==> config.mk <==
export PLATFORM = sky130hd
export DESIGN_NAME = video_pattern_gen
export DESIGN_NICKNAME = d
export VERILOG_FILES = /design/src/rtl/video_pattern_gen.sv
export SDC_FILE = /design/constraint.sdc
export NUM_CORES = 1
export LEC_CHECK = 0
export CORE_MARGIN = 8
export CORE_UTILIZATION = 48
export DETAILED_ROUTE_END_ITERATION = 6
export PLACE_DENSITY = 0.71
export REMOVE_ABC_BUFFERS = 1
export SYNTH_ARGS = -nofsm -noshare
export SYNTH_HDL_FRONTEND = slang
export SYNTH_SLANG_ARGS = --single-unit
==> constraint.sdc <==
create_clock -name clk -period 3.5 [get_ports clk]
set_clock_uncertainty 0.15 [all_clocks]
set_input_delay 0.7 -clock clk [delete_from_list [all_inputs] [get_ports clk]]
set_output_delay 0.7 -clock clk [all_outputs]
set_load 0.02 [all_outputs]
==> src/rtl/video_pattern_gen.sv <==
// Video timing and test-pattern generator (colour bars, grid, gradient, solid).
// Optional feature: define VPG_FRAME_CNT_EN to add a 16-bit frame counter
// output and make the gradient pattern scroll horizontally by frame_cnt[7:0].
module video_pattern_gen #(
  parameter logic [11:0] H_DISP  = 12'd1280,
  parameter logic [11:0] V_DISP  = 12'd720,
  parameter logic [11:0] H_FRONT = 12'd110,
  parameter logic [11:0] H_SYNC  = 12'd40,
  parameter logic [11:0] H_BACK  = 12'd220,
  parameter logic [11:0] V_FRONT = 12'd5,
  parameter logic [11:0] V_SYNC  = 12'd5,
  parameter logic [11:0] V_BACK  = 12'd20
) (
  input  logic        clk,
  input  logic        rst,
  input  logic        enable,
  input  logic [1:0]  mode,
  input  logic [15:0] solid_color,
  output logic        post_vs,
  output logic        post_de,
  output logic [15:0] post_data,
  output logic        busy,
`ifdef VPG_FRAME_CNT_EN
  output logic [15:0] frame_cnt,
`endif
  output logic        frame_done
);

  localparam logic [11:0] H_TOTAL   = H_DISP + H_FRONT + H_SYNC + H_BACK;
  localparam logic [11:0] V_TOTAL   = V_DISP + V_FRONT + V_SYNC + V_BACK;
  localparam logic [11:0] VS_START  = V_DISP + V_FRONT;
  localparam logic [11:0] VS_END    = V_DISP + V_FRONT + V_SYNC;

  typedef enum logic {IDLE, RUN} state_t;

  state_t      state, state_next;
  logic [11:0] h_cnt, v_cnt;
  logic        h_last, v_last, frame_last, frame_start;
  logic [1:0]  mode_q, mode_eff;
  logic [15:0] color_q, color_eff;
  logic [2:0]  bar_idx;
  logic [5:0]  grad_hi;
  logic        de, vsync;
  logic [15:0] pixel;

  assign h_last      = (h_cnt == H_TOTAL - 12'd1);
  assign v_last      = (v_cnt == V_TOTAL - 12'd1);
  assign frame_last  = (state == RUN) && h_last && v_last;
  assign frame_start = (state == RUN) && (h_cnt == '0) && (v_cnt == '0);
  assign busy        = (state == RUN);

  // The first pixel of a frame must already use the freshly sampled settings,
  // so the live inputs bypass the latch on that one cycle.
  assign mode_eff  = frame_start ? mode : mode_q;
  assign color_eff = frame_start ? solid_color : color_q;

  assign de      = (h_cnt < H_DISP) && (v_cnt < V_DISP);
  assign vsync   = (v_cnt >= VS_START) && (v_cnt < VS_END);
  assign bar_idx = 3'({h_cnt, 3'b000} / 15'(H_DISP));

`ifdef VPG_FRAME_CNT_EN
  assign grad_hi = 6'((h_cnt[7:0] + frame_cnt[7:0]) >> 2);
`else
  assign grad_hi = h_cnt[7:2];
`endif

  // FSM state register
  always_ff @(posedge clk) begin
    if (rst) state <= IDLE;
    else     state <= state_next;
  end

  // Next-state logic: leave RUN only at the end of a complete frame
  always_comb begin
    state_next = state;
    case (state)
      IDLE:    if (enable) state_next = RUN;
      RUN:     if (frame_last && !enable) state_next = IDLE;
      default: state_next = IDLE;
    endcase
  end

  // Raster counters, held at the origin outside RUN
  always_ff @(posedge clk) begin
    if (rst || state == IDLE) begin
      h_cnt <= '0;
      v_cnt <= '0;
    end else if (h_last) begin
      h_cnt <= '0;
      v_cnt <= v_last ? '0 : v_cnt + 12'd1;
    end else begin
      h_cnt <= h_cnt + 12'd1;
    end
  end

  // Pattern settings captured once per frame
  always_ff @(posedge clk) begin
    if (rst) begin
      mode_q  <= '0;
      color_q <= '0;
    end else if (frame_start) begin
      mode_q  <= mode;
      color_q <= solid_color;
    end
  end

  // Pixel colour for the current counter position
  always_comb begin
    pixel = '0;
    case (mode_eff)
      2'b00: begin
        case (bar_idx)
          3'd0: pixel = 16'hFFFF;
          3'd1: pixel = 16'hFFE0;
          3'd2: pixel = 16'h07FF;
          3'd3: pixel = 16'h07E0;
          3'd4: pixel = 16'hF81F;
          3'd5: pixel = 16'hF800;
          3'd6: pixel = 16'h001F;
          default: pixel = 16'h0000;
        endcase
      end
      2'b01:   pixel = (h_cnt[4:0] == '0 || v_cnt[4:0] == '0) ? 16'hFFFF : 16'h0000;
      2'b10:   pixel = {grad_hi[5:1], grad_hi, v_cnt[7:3]};
      default: pixel = color_eff;
    endcase
  end

  // Registered video outputs, one cycle behind the counters
  always_ff @(posedge clk) begin
    if (rst || state == IDLE) begin
      post_vs    <= 1'b0;
      post_de    <= 1'b0;
      post_data  <= '0;
      frame_done <= 1'b0;
    end else begin
      post_vs    <= vsync;
      post_de    <= de;
      post_data  <= de ? pixel : 16'h0000;
      frame_done <= frame_last;
    end
  end

`ifdef VPG_FRAME_CNT_EN
  // Completed-frame counter, stepped together with frame_done
  always_ff @(posedge clk) begin
    if (rst)             frame_cnt <= '0;
    else if (frame_last) frame_cnt <= frame_cnt + 16'd1;
  end
`endif

endmodule

==> summary.txt <==
Setup path
  • Buf+Inv Stages, Crit Path: 1
  • Critical Path AT: about 2900 ps
  • CP Max Fanout: 29
  • Crit-path cells: inv_1, ha_1, nor4b_2, nand4_1, or2_2, mux2i_1, nor2_1, a21oi_1, a2111oi_0
  • CP Launch Type: flop
  • Worst R2R Setup Slack: roughly 600 ps
  • Critical-path top delay cell: or2_2
  • Worst path required time: between 3000 and 4000 ps
  • Capture point of the worst path: post_data[7]
  • FF-to-FF End: post_data[7]
  • Reg-to-Reg Start: v_cnt[1]
  • CP peak stage delay: approximately 530 ps
  • WP depth: 9
  • Crit path from: v_cnt[1]
  • Setup crit end kind: flop
  • WS Path Type: reg2reg
  • Reg2Reg Depth: 9
  • Top delay family on crit path: simple AND/OR/NAND/NOR gates

Timing
  • Min cycle time layout: 2910 ps
  • Maximum clock frequency: between 300 and 400 MHz
  • Worst Tran Pin Value: ~1000 ps
  • Unrepaired setup endpoints after global routing: no
  • # setup viols final: 0
  • Setup TNS: 0 ps
  • Final period util: 83.2%
  • Final Hold Vio Count: 0
  • Fin. max-slew vios: 0
  • Relative slew slack: between 30% and 40%

Global route
  • Global-route wire length before repair: ~13000 um
  • GR Overflow Total: 0
  • Pin count of the biggest net entering global routing: 30
  • Total GRT Usage: 15.9%
  • Initial antenna violation count: 0
  • Vias in the first global route: 2699

Synthesis
  • Mapped Area: roughly 0.0032 mm^2
  • Asr flop ratio synth: 0%
  • Synth top area cells: dfxtp_1 (39%), nand2_1 (6.3%), a21oi_1 (5.7%), xor2_1 (4.7%), nor3_1 (4.4%)
  • Cell taking the most area after synthesis: dfxtp_1
  • Syn avg cell area: ~8.3 um^2
  • Cells after synthesis: 383
  • Synth warn: 0
  • Count leader, synth: dfxtp_1
  • EDFF count, synth: 0
  • Register area share after synthesis: around 40%
  • Prevailing post-synth register cell: dfxtp_1
  • Post-synth top cells: dfxtp_1 (62), nand2_1 (53), nor2_1 (37)
  • Share of the synthesized area in the top cell type: approximately two fifths
  • Register bit total from synthesis: 62
  • Library cells used by synthesis: between 50 and 60

Power
  • VDD IR max: 259 uV
  • P_int: ~1.2 mW
  • Sw Share: about 26%
  • Clk network pwr share: between 40% and 50%
  • P_sw: about 430 uW
  • Leakage: roughly 1.3 nW
  • Pwr dens: between 400 and 500 mW/mm^2
  • Flop pwr share: 45.5%
  • Combinational share of power: roughly 13%

Floorplan
  • Core Area: roughly 0.0064 mm^2
  • Initial core utilization: ~50%
  • I/O pins: slightly above 40
  • Floorplan row count: 29
  • Die Area: 0.00947 mm^2
  • Die height: between 90 and 100 um
  • Die Wd: roughly 100 um

Route
  • Routed vias: ~2700
  • Number of detailed-route iterations in the first pass: 4
  • Routed length per instance: approximately 15 um
  • Post-route ant nets: 0
  • Via-per-instance ratio: 5.58
  • Iter 0 DRT Violations: 131
  • Drt drc: 0
  • Post-Route WL: between 7000 and 8000 um

CTS
  • CTS Root Cell: clkbuf_8
  • Clk_lat worst skew: 340 ps
  • Clk buf depth: 2
  • CTS tree: done
  • CTS Buf Count: 9
  • CTS Hold Bufs: 0
  • H-tree depth: 3
  • Clk sink count: 62
  • Post-CTS setup buffer count: 0
  • CTS resizes: 0
  • Clk slew on worst S/H paths: approximately 70 ps

Cells and area
  • Final net count: between 400 and 500
  • Layout cells sized above 1: 9.38%
  • Area growth, synth to finish: 17.8%
  • Register area: between 0.001 and 0.0015 mm^2
  • Fill cells: about 600
  • N_diodes: 0
  • Final instance area: around 0.0037 mm^2
  • Area of the multi-input gates: about 0.0017 mm^2

Run
  • Max cap viols: 0

Placement
  • Final GP Congestion: between 0.8 and 0.9
  • Placement Cell Area: approximately 0.0035 mm^2
  • Post-DP HPWL: between 5000 and 6000 um
  • Buffers on Ports: 40

Run status
  • Status: complete, no violations

Worst hold path
  • Worst hold start: color_q[11]
  • Min-delay worst type: reg2reg
[power groups by stage]
stage	logic, mW	registers, mW	clock network (mW)
after floorplan	0.0922	0.789	0
after global placement	0.210	0.770	0
after detailed placement	0.212	0.770	0
after CTS	0.213	0.755	0.711
after global routing	0.232	0.758	0.746
final	0.211	0.755	0.693
[tightest hold or removal path: cells and delay by family (launching register included)]
family,cells,cell delay [ps]
compound gates,1,50
flops,1,310
simple gates,1,50
[kinds of logic after synthesis]
group / count (synthesis) / synth area share [%]
DFF: 62 / 39.1
buffers and inverters: 40 / 7.61
muxes: 4 / 1.26
adders and majority gates: 9 / 3.39
and+or+nand+nor: 177 / 28.4
xor gates and xnor gates: 23 / 6.35
AOI/OAI and AO/OA: 68 / 13.9
[metrics by stage]
step	power, mW	setup WS [ps]	utilization [%]	hold WS [ps]	cells
6_report	1.66	590	58.5	303	493
5_1_grt	1.74	280	58.5	325	493
3_3_place_gp	0.980	619	55.1	285	477
4_1_cts	1.68	578	58.5	306	493
2_1_floorplan	0.881	707	-	271	353
3_5_place_dp	0.982	593	55.1	294	477
[layout make-up]
class / instances / area share, %
clock buffers: 9 / 3.31
clock inverters: 7 / 2.58
inverters: 10 / 1.00
multi-input cells: 281 / 45.2
flip-flops and latches: 62 / 33.2
well taps: 77 / 2.58
repair buffers: 47 / 12.1
[sequential cells by signal, summed over array words and instances, names as in the netlist]
| name | count |
|---|---|
| color_q | 16 |
| post_data | 16 |
| h_cnt | 12 |
| v_cnt | 12 |
| mode_q | 2 |
| busy | 1 |
| frame_done | 1 |
| post_de | 1 |
| post_vs | 1 |
[layer usage]
| layer | GRT usage [%] | vias up | share of wire [%] |
|---|---|---|---|
| met5 | 0 | - | 0 |
| met4 | 8.39 | 0 | 2.0 |
| met3 | 3.27 | 14 | 4.8 |
| met2 | 24.3 | 75 | 45 |
| met1 | 20.4 | 1274 | 48 |
| li1 | - | 1386 | - |
[how the worst min path moves through the flow]
stage,end,cells after the start
2_1_floorplan,color_q[0],2
3_3_place_gp,color_q[4],2
3_5_place_dp,color_q[11],2
4_1_cts,color_q[11],2
5_1_grt,color_q[11],2
6_report,color_q[11],2
[placed cells by master (no fill, tap or decap), types with 5 or more instances in the layout]
| cell type | Yosys | routed |
|---|---|---|
| ha_1 | 7 | 7 |
| a2111oi_0 | 8 | 8 |
| a21oi_1 | 36 | 36 |
| o311ai_0 | 5 | 5 |
| nor3_1 | 28 | 28 |
| nand2b_1 | 5 | 5 |
| o21ai_0 | 5 | 5 |
| nor2_1 | 37 | 37 |
| nand3_1 | 13 | 13 |
| dfxtp_1 | 62 | 62 |
| nand4_1 | 7 | 7 |
| inv_1 | 10 | 10 |
| clkdlybuf4s50_1 | 0 | 40 |
| buf_4 | 4 | 7 |
| nand2_1 | 53 | 53 |
| xnor2_1 | 6 | 6 |
| xor2_1 | 17 | 17 |
| clkbuf_8 | 6 | 9 |
| or3_1 | 5 | 5 |
Power figures use the tool's default switching activity.
